`src/rtl/bsg_manycore_pkg.sv`:
```
// Shared manycore network definitions: the packet layout macro, opcodes and
// the encoder FSM state type.
`ifndef BSG_MANYCORE_PKG_SV
`define BSG_MANYCORE_PKG_SV

// Packet layout, MSB to LSB; widths are supplied by the instantiating module.
`define BSG_MANYCORE_PACKET_S_DEF(aw, dw, xw, yw) \
    typedef struct packed { \
        logic [5:0]    op; \
        logic [aw-1:0] addr; \
        logic [dw-1:0] data; \
        logic [yw-1:0] from_y_cord; \
        logic [xw-1:0] from_x_cord; \
        logic [yw-1:0] y_cord; \
        logic [xw-1:0] x_cord; \
    } bsg_manycore_packet_s

package bsg_manycore_pkg;

    typedef enum logic [5:0] {
        e_op_remote_store = 6'd1,
        e_op_config       = 6'd2
    } bsg_manycore_op_e;

    typedef enum logic [1:0] {
        e_idle,
        e_fence,
        e_issue
    } encode_state_e;

endpackage

`endif

```
`src/rtl/bsg_two_fifo.sv`:
```
// Two-entry valid/ready queue; ready_o is registered, so a full queue only
// reports space after the dequeue edge.
module bsg_two_fifo #(
    parameter int width_p = 8
) (
    input  logic               clk_i,
    input  logic               reset_i,
    input  logic               v_i,
    input  logic [width_p-1:0] data_i,
    output logic               ready_o,
    output logic               v_o,
    output logic [width_p-1:0] data_o,
    input  logic               ready_i
);

    logic [width_p-1:0] mem [2];
    logic               wptr;
    logic               rptr;
    logic               full;
    logic               empty;
    logic               enq;
    logic               deq;

    assign ready_o = ~full;
    assign v_o     = ~empty;
    assign data_o  = mem[rptr];
    assign enq     = v_i & ~full;
    assign deq     = ~empty & ready_i;

    always_ff @(posedge clk_i or posedge reset_i) begin
        if (reset_i) begin
            wptr  <= 1'b0;
            rptr  <= 1'b0;
            full  <= 1'b0;
            empty <= 1'b1;
        end else begin
            if (enq) wptr <= ~wptr;
            if (deq) rptr <= ~rptr;
            if (enq & ~deq) begin
                empty <= 1'b0;
                full  <= ~empty;
            end else if (deq & ~enq) begin
                full  <= 1'b0;
                empty <= ~full;
            end
        end
    end

    always_ff @(posedge clk_i) begin
        if (enq) mem[wptr] <= data_i;
    end

endmodule

```
`src/rtl/bsg_manycore_pkt_encode.sv`:
```
// Transmit-side packet builder: credit-metered remote stores plus config
// packets fenced behind all outstanding stores, through a two-entry queue.
module bsg_manycore_pkt_encode
    import bsg_manycore_pkg::*;
#(
    parameter int x_cord_width_p    = 4,
    parameter int y_cord_width_p    = 4,
    parameter int data_width_p      = 32,
    parameter int addr_width_p      = 16,
    parameter int max_out_credits_p = 16,
    localparam int packet_width_lp  = 6 + addr_width_p + data_width_p
                                      + 2 * (x_cord_width_p + y_cord_width_p),
    localparam int credit_width_lp  = $clog2(max_out_credits_p + 1)
) (
    input  logic                       clk_i,
    input  logic                       reset_i,
    input  logic [x_cord_width_p-1:0]  my_x_i,
    input  logic [y_cord_width_p-1:0]  my_y_i,
    input  logic                       st_v_i,
    input  logic [addr_width_p-1:0]    st_addr_i,
    input  logic [data_width_p-1:0]    st_data_i,
    input  logic [x_cord_width_p-1:0]  st_x_i,
    input  logic [y_cord_width_p-1:0]  st_y_i,
    output logic                       st_ready_o,
    input  logic                       cfg_v_i,
    input  logic                       cfg_freeze_i,
    input  logic [x_cord_width_p-1:0]  cfg_x_i,
    input  logic [y_cord_width_p-1:0]  cfg_y_i,
    output logic                       cfg_ready_o,
    input  logic                       credit_return_i,
    output logic                       v_o,
    output logic [packet_width_lp-1:0] data_o,
    input  logic                       ready_i,
    output logic [credit_width_lp-1:0] out_credits_o
);

    `BSG_MANYCORE_PACKET_S_DEF(addr_width_p, data_width_p, x_cord_width_p, y_cord_width_p);

    localparam logic [credit_width_lp-1:0] credit_max_lp = credit_width_lp'(max_out_credits_p);

    encode_state_e              state;
    encode_state_e              state_n;
    logic [credit_width_lp-1:0] credits;
    logic                       fifo_ready;
    logic                       fifo_v;
    logic                       st_accept;
    logic                       cfg_accept;
    bsg_manycore_packet_s       enq_pkt;

    assign st_accept     = st_v_i & st_ready_o;
    assign cfg_accept    = cfg_v_i & cfg_ready_o;
    assign out_credits_o = credits;

    always_ff @(posedge clk_i or posedge reset_i) begin
        if (reset_i) state <= e_idle;
        else         state <= state_n;
    end

    // Readies are held low during reset so no request is taken while queue
    // and credits are being cleared.
    always_comb begin
        state_n     = state;
        st_ready_o  = 1'b0;
        cfg_ready_o = 1'b0;
        case (state)
            e_idle: begin
                st_ready_o = fifo_ready & (credits != '0) & ~cfg_v_i & ~reset_i;
                if (cfg_v_i) state_n = e_fence;
            end
            e_fence: begin
                if ((credits == credit_max_lp) && !fifo_v) state_n = e_issue;
            end
            e_issue: begin
                cfg_ready_o = fifo_ready & ~reset_i;
                if (cfg_v_i && cfg_ready_o) state_n = e_idle;
            end
            default: state_n = e_idle;
        endcase
    end

    always_ff @(posedge clk_i or posedge reset_i) begin
        if (reset_i) begin
            credits <= credit_max_lp;
        end else if (st_accept && !credit_return_i) begin
            credits <= credits - credit_width_lp'(1);
        end else if (credit_return_i && !st_accept && (credits != credit_max_lp)) begin
            credits <= credits + credit_width_lp'(1);
        end
    end

    always_comb begin
        enq_pkt             = '0;
        enq_pkt.from_y_cord = my_y_i;
        enq_pkt.from_x_cord = my_x_i;
        if (state == e_issue) begin
            enq_pkt.op     = e_op_config;
            enq_pkt.data   = data_width_p'(cfg_freeze_i);
            enq_pkt.y_cord = cfg_y_i;
            enq_pkt.x_cord = cfg_x_i;
        end else begin
            enq_pkt.op     = e_op_remote_store;
            enq_pkt.addr   = st_addr_i;
            enq_pkt.data   = st_data_i;
            enq_pkt.y_cord = st_y_i;
            enq_pkt.x_cord = st_x_i;
        end
    end

    bsg_two_fifo #(
        .width_p(packet_width_lp)
    ) out_fifo (
        .clk_i   (clk_i),
        .reset_i (reset_i),
        .v_i     (st_accept | cfg_accept),
        .data_i  (enq_pkt),
        .ready_o (fifo_ready),
        .v_o     (fifo_v),
        .data_o  (data_o),
        .ready_i (ready_i)
    );

    assign v_o = fifo_v;

    credit_overflow: assert property (@(posedge clk_i) disable iff (reset_i)
        credit_return_i |-> (credits != credit_max_lp));

    cfg_dropped_in_fence: assert property (@(posedge clk_i) disable iff (reset_i)
        (state == e_fence) |-> cfg_v_i);

endmodule

```
`config.mk`:
```
export PLATFORM = sky130hd
export DESIGN_NAME = bsg_manycore_pkt_encode
export DESIGN_NICKNAME = d
export VERILOG_FILES = /design/src/rtl/bsg_manycore_pkg.sv /design/src/rtl/bsg_two_fifo.sv /design/src/rtl/bsg_manycore_pkt_encode.sv
export SDC_FILE = /design/constraint.sdc
export NUM_CORES = 1
export LEC_CHECK = 0
export CAP_MARGIN = 20
export CORE_MARGIN = 1.5
export CORE_UTILIZATION = 40
export CTS_BUF_LIST = sky130_fd_sc_hd__clkbuf_4 sky130_fd_sc_hd__clkbuf_8 sky130_fd_sc_hd__clkbuf_16
export CTS_CLUSTER_DIAMETER = 80
export DETAILED_ROUTE_END_ITERATION = 8
export GPL_TIMING_DRIVEN = 0
export PLACE_DENSITY = 0.7
export SLEW_MARGIN = 0
export SYNTH_ARGS = -nofsm -noshare
export SYNTH_HDL_FRONTEND = slang
export SYNTH_SLANG_ARGS = --single-unit
```
`constraint.sdc`:
```
create_clock -name clk_i -period 4.8 [get_ports clk_i]
set_clock_uncertainty 0.1 [all_clocks]
set_input_delay 0.96 -clock clk_i [delete_from_list [all_inputs] [get_ports clk_i]]
set_output_delay 0.96 -clock clk_i [all_outputs]
set_load 0.1 [all_outputs]
```
Yosys cells after proc, flatten, opt, wreduce, memory -nomap -nowiden
Memories as Yosys holds them, arrays and structs flattened.
Index checks and enable logic that the tools add are counted.
- flip-flop bits (word level): 11
- latch bits: 0
- RAM bits: 132
- ROM bits: 0
- input port bits: 79
- output and inout port bits: 78
- word-level logic and storage cells: 65
- memories: 1
- add/subtract/negate cells: 2
- multiply operators: 0
- divide/modulo/power cells: 0
- magnitude comparators: 0
- equality and inequality tests: 7
- shifts and indexed selects: 0
- multiplexer cells: 18
- bitwise operators: 19
- reduce and logical (&&, ||, !) cells: 12
- memory list (name ; words ; width ; read ports ; clocked after memory_dff ; wr ports ; line ; source):
    out_fifo.mem ; 2 ; 66 ; 1 ; 0 ; 1 ; bsg_two_fifo.sv:16 ; logic [width_p-1:0] mem [2];
- operator list (cell ; count):
    2-to-1 mux 32 bit ; 1
    2-to-1 mux 16 bit ; 1
    bitwise AND 1 bit ; 10
    2-to-1 mux 5 bit ; 2
    2-to-1 mux 1 bit ; 8
    2-to-1 mux 2 bit ; 4
    2-to-1 mux 8 bit ; 1
    inverter 1 bit ; 8
    != test 2 bit, second input constant ; 3
    one-hot mux 2 bit (3 select lines) ; 1
    adder 5 x 1 -> 5 bit, second input constant ; 1
    equality test 5 bit, second input constant ; 1
    logical AND 1 bit ; 5
    != test 5 bit, second input constant ; 1
    nonzero test 5 bit ; 1
    subtractor 5 x 1 -> 5 bit, second input constant ; 1
    nonzero test 2 bit ; 2
    AND reduction 3 bit ; 1
    equality test 2 x 1 -> 1 bit, second input constant ; 1
    equality test 2 bit, second input constant ; 1
    zero test 1 bit ; 2
    zero test 2 bit ; 1
    OR 1 bit ; 1

Logic depth before layout (Yosys ltp)
Gate-level depths: netlist of run 1.
- depth in word-level cells: 12
- mapped depth: 9
- depth with buffers taken out: 9

Modules after synthesis
A second synthesis of run 1 with hierarchy kept.
- cell total of the unflattened synthesis: 390
- area, all modules: 6665.1 um^2
- by module, submodules not included (module ; instances ; cells an instance ; area each (um^2) ; seq. area each (um^2)):
    bsg_two_fifo ; 1 ; 235 ; 5580.4 ; 4305.4
    bsg_manycore_pkt_encode ; 1 ; 155 ; 1084.8 ; 176.4

Worst setup path before layout of run 1
Ideal clock, no wire load.
- path type: input port to flip-flop
- from: input port cfg_v_i
- to: memory out_fifo.mem[0][0] (netlist name) (enable)
- library setup time: 0.498 ns
- arrival: 4.636 ns
- required time: 4.202 ns
- path slack: -0.434 ns
- stages: 4
- path buffers: 0
- path through: nor4b_4 > nand2_1 > o22ai_1 > nor2b_1
- cells in the longest elaborated chain, start to end: 9
- elaborated cells between the ends (all ways): 10
- those cells by class: mux: 3; bitwise: 7
- ends and longest elaborated chain (element ; line ; source):
    start: declaration ; bsg_manycore_pkt_encode.sv:25 ; input logic cfg_v_i,
    inverter 1 bit ; bsg_manycore_pkt_encode.sv:67 ; st_ready_o = fifo_ready & (credits != '0) & ~cfg_v_i & ~reset_i;
    bitwise AND 1 bit (2 in a row) ; bsg_manycore_pkt_encode.sv:67 ;
    2-to-1 mux 1 bit ; bsg_manycore_pkt_encode.sv:65 ; case (state)
    bitwise AND 1 bit ; bsg_manycore_pkt_encode.sv:50 ; assign st_accept = st_v_i & st_ready_o;
    OR 1 bit (*) ; bsg_manycore_pkt_encode.sv:114 ; .v_i (st_accept | cfg_accept),
    bitwise AND 1 bit (*) ; bsg_two_fifo.sv:27 ; assign enq = v_i & ~full;
    2-to-1 mux 1 bit (*) ; bsg_two_fifo.sv:50 ; if (enq) mem[wptr] <= data_i;
    2-to-1 mux 1 bit (not written as such) (*) ; bsg_two_fifo.sv:50 ;
    end: declaration ; bsg_two_fifo.sv:16 ;
Every way passes the cells marked *; elsewhere a longest branch is shown, timed or not.

Worst setup path in the final report of run 1
- from: register state[0]
- to: output port cfg_ready_o
- cells in the longest elaborated chain, start to end: 2
- ends and longest elaborated chain (element ; line ; source):
    start: declaration ; bsg_manycore_pkt_encode.sv:41 ; encode_state_e state;
    start signal: assignment ; bsg_manycore_pkt_encode.sv:55 ; if (reset_i) state <= e_idle;
    start signal: assignment ; bsg_manycore_pkt_encode.sv:56 ; else state <= state_n;
    equality test 2 bit ; bsg_manycore_pkt_encode.sv:65 ;
    2-to-1 mux 1 bit ; bsg_manycore_pkt_encode.sv:65 ;
    end: declaration ; bsg_manycore_pkt_encode.sv:29 ; output logic cfg_ready_o,
No other way between the ends.

==> metrics.txt, run 1 <==
run status complete, no violations; Top cell by count, worst path clkbuf_1; busiest grt layer met2; worst path cell trace nand2b_1, clkbuf_1, clkbuf_1, nor3_1, clkdlybuf4s50_1; Post-CTS Setup Inserts 0; register area share after synthesis 70.8%; input/output buffers 152; hold wc startpoint out_fifo.empty; fill cell count 1144; critical path's slowest cell clkdlybuf4s50_1; routed vias 3694; GRT Overall Usage 16.6%; final setup fails 0; Placed Area 7830 µm²; # rows 44; total gr overflow 0; die width 125 µm; die area 15700 µm²; final net count 640; synthesized area per cell 15.8 µm²; CTS tree built; Detailed Route WL 12800 µm; DR iter-0 viols 193; register clock-pin slew on the reported worst setup and hold paths 60 ps; post-layout minimum cycle time 4460 ps; routability cong. 0.775; synthesized flop and latch total 143; Final Slew Violations 0; placed insts 721; Slew HR 31.1%; mux share of post-synthesis cell area 12.6%; clock sink total 143; multi-input logic area 1650 µm²; Post-Synth Simple-Gate Area 10.1%; post-synthesis instance total 379; largest net degree at the start of global routing 57; r2r startpoint out_credits_o[1]; # hold bufs at CTS 0; Post-route DRC 0; Max Cap Viol 0; Netlist cell types 47; core footprint 14600 µm²; number of global-route vias before repair 3972; startpoint types register; register area 4240 µm²; drt via density 4.90; Clock Path Buffers 2; main combinational cell family by area after synthesis multiplexers; Setup Total Neg Slack 0 ps; Post-DP HPWL 8760 µm; Fin. Hold Viols 0; crit-path max FO 11; worst endpoint data arrival time 3400 ps; met1 usage 20.2%; final design area excluding fillers 8460 µm²; CP endpoint kind output port; Critical path buffers and inverters 3; Max Clk Rate 224 MHz; cell depth of the worst flop-to-flop path 9; area of the mapped netlist 5990 µm²; ratio of final minimum period to clock period 92.9%; Ys Warns 0; most frequent cells in the layout clkdlybuf4s50_1, edfxtp_1, mux2_2; static leakage 0.00300 µW; GR Layer Usage met2 27.6%; first-pass GRT wire length 19800 µm; hold path depth 2; CTS resizes 0; grt met3 use 4.24%; WL/cell 17.0 µm; Ports 157; post-place setup slack 686 ps; ys flop type edfxtp_1; initial antenna violation count 0; starting density of the core 41.0%; Synth Area in Compound Gates 2.84%; Initial DRT Pass Iterations 4; Synth Area in XOR/XNOR 0.439%; main area contributors after synthesis edfxtp_1, mux2_2, and2_1; CP top delay family buffers and inverters; final worst slack 339 ps; CTS buffer count 17; EDFF count, synth 132; top cell type's share of synthesized area 66.2%; Worst Setup Path Type register to output port; Adder-Cell Fraction of Synth Area 1.17%; Die H 125 µm; post-synth top area cell edfxtp_1; Req. time, crit path 3740 ps; Area Overhead vs Synth 41.2%; Hold Path End out_fifo.empty; Clock Tree Root clkbuf_16; post-route ant nets 0; clock latency on the worst-skew pair 410 ps; asr flop ratio synth 7.69%; pwr dens 604 nW/µm²; min-delay worst type register to register; CTS H-tree lvls 4; Max IR drop VDD 0.000501 V; RSZ-0062 raised after global routing false; Non-Filler Instances 754; layout cells sized above 1 20.6%; crit-path max cell delay 990 ps; reg-to-reg endpoint out_credits_o[3]; commonest non-fill, non-tap cell in the layout clkdlybuf4s50_1; setup slack, reg-to-reg 1890 ps; Worst-Margin Slew 1030 ps
==> sequential cells by signal (all words and copies together) (netlist names) <==
name            flops
out_fifo.rptr       1
out_credits_o       5
out_fifo.full       1
out_fifo.empty      1
out_fifo.mem      132
state               2
out_fifo.wptr       1
==> cells in the mapped netlist, types with 3 or more instances <==
| cell | count |
|---|---|
| edfxtp_1 | 132 |
| mux2_2 | 66 |
| and2_1 | 49 |
| nand2_1 | 34 |
| dfrtp_1 | 9 |
| clkbuf_1 | 8 |
| inv_1 | 8 |
| nor2_1 | 7 |
| buf_4 | 4 |
| ha_1 | 4 |
| a21oi_1 | 3 |
| buf_1 | 3 |
| buf_2 | 3 |
| nand2b_1 | 3 |
| nor3_1 | 3 |
==> power breakdown <==
| group | switching [µW] | leakage [µW] | internal (µW) |
|---|---|---|---|
| Combinational | 1640 | 0.00137 | 620 |
| Clock | 483 | 0.000316 | 884 |
| Sequential | 62.9 | 0.00131 | 1420 |
==> worst min-delay path, delay by kind of cell, from the launching register on <==
family	cells	cell delay [ps]
AOI/OAI and AO/OA	1	60
DFF	1	380
and+or+nand+nor	1	50
==> routing by layer <==
metal | routed length, µm | part of all wire, %
met5 | 0 | 0
met4 | 305 | 2.4
met3 | 652 | 5.1
met2 | 6450 | 50
met1 | 5370 | 42
==> area by class of cell <==
type                       count  share of cell area [%]
timing repair buffer         155                    18.8
multi-input combinational    212                    19.5
sequential                   143                    50.1
buffer                        18                    1.02
clock inverter                10                    1.57
tap                          184                    2.72
clock buffer                  22                    5.84
antenna                        1                  0.0296
inverter                       9                   0.399
==> cells by family after synthesis <==
family,Yosys count
AOI/OAI and AO/OA,23
xor gates and xnor gates,3
other,1
adders and majority gates,5
and+or+nand+nor,110
buffers and inverters,27
muxes,67
DFF,143
==> how the worst max path moves through the flow <==
stage | start | end | slack, ps | depth (start not counted)
2_1_floorplan | state[0] | cfg_ready_o | 660 | 4
3_3_place_gp | cfg_v_i | out_fifo.mem[0][27] | -870 | 5
3_5_place_dp | reset_i | st_ready_o | 690 | 5
4_1_cts | state[0] | cfg_ready_o | 300 | 5
5_1_grt | state[0] | cfg_ready_o | 160 | 5
6_report | state[0] | cfg_ready_o | 340 | 5
==> per-stage QoR <==
stage | total power (µW) | utilization [%] | hold slack (ps)
4_1_cts | 5150 | 58.0 | 401
6_report | 5110 | 58.0 | 394
5_1_grt | 5260 | 58.0 | 415
2_1_floorplan | 3300 | - | 358
3_5_place_dp | 3770 | 53.7 | 393
3_3_place_gp | 3760 | 53.1 | 367
No activity file was read; power rests on OpenSTA's default activity.
==> inputs of run 2 (changes only) <==
--- a/constraint.sdc
+++ b/constraint.sdc
@@ -4,2 +4,2 @@
 set_output_delay 0.96 -clock clk_i [all_outputs]
-set_load 0.1 [all_outputs]
+set_load 0.05 [all_outputs]
==> results of run 2 <==
Same layout as run 1 (identical final DEF). Status: complete, no violations.
Among the figures that moved: setup slack after placement 686 ps -> 984 ps; setup slack after layout 339 ps -> 607 ps; total power 5110 µW -> 4450 µW; worst IR drop on VDD 0.000501 V -> 0.000340 V
==> inputs of run 3 (changes only) <==
- ABC_CLOCK_PERIOD_IN_PS: unset -> 4800
==> results of run 3 <==
Same layout as run 1 (identical final DEF). Status: complete, no violations.
Among the figures that moved: setup slack after placement 686 ps -> 984 ps; setup slack after layout 339 ps -> 607 ps; total power 5110 µW -> 4450 µW; worst IR drop on VDD 0.000501 V -> 0.000340 V
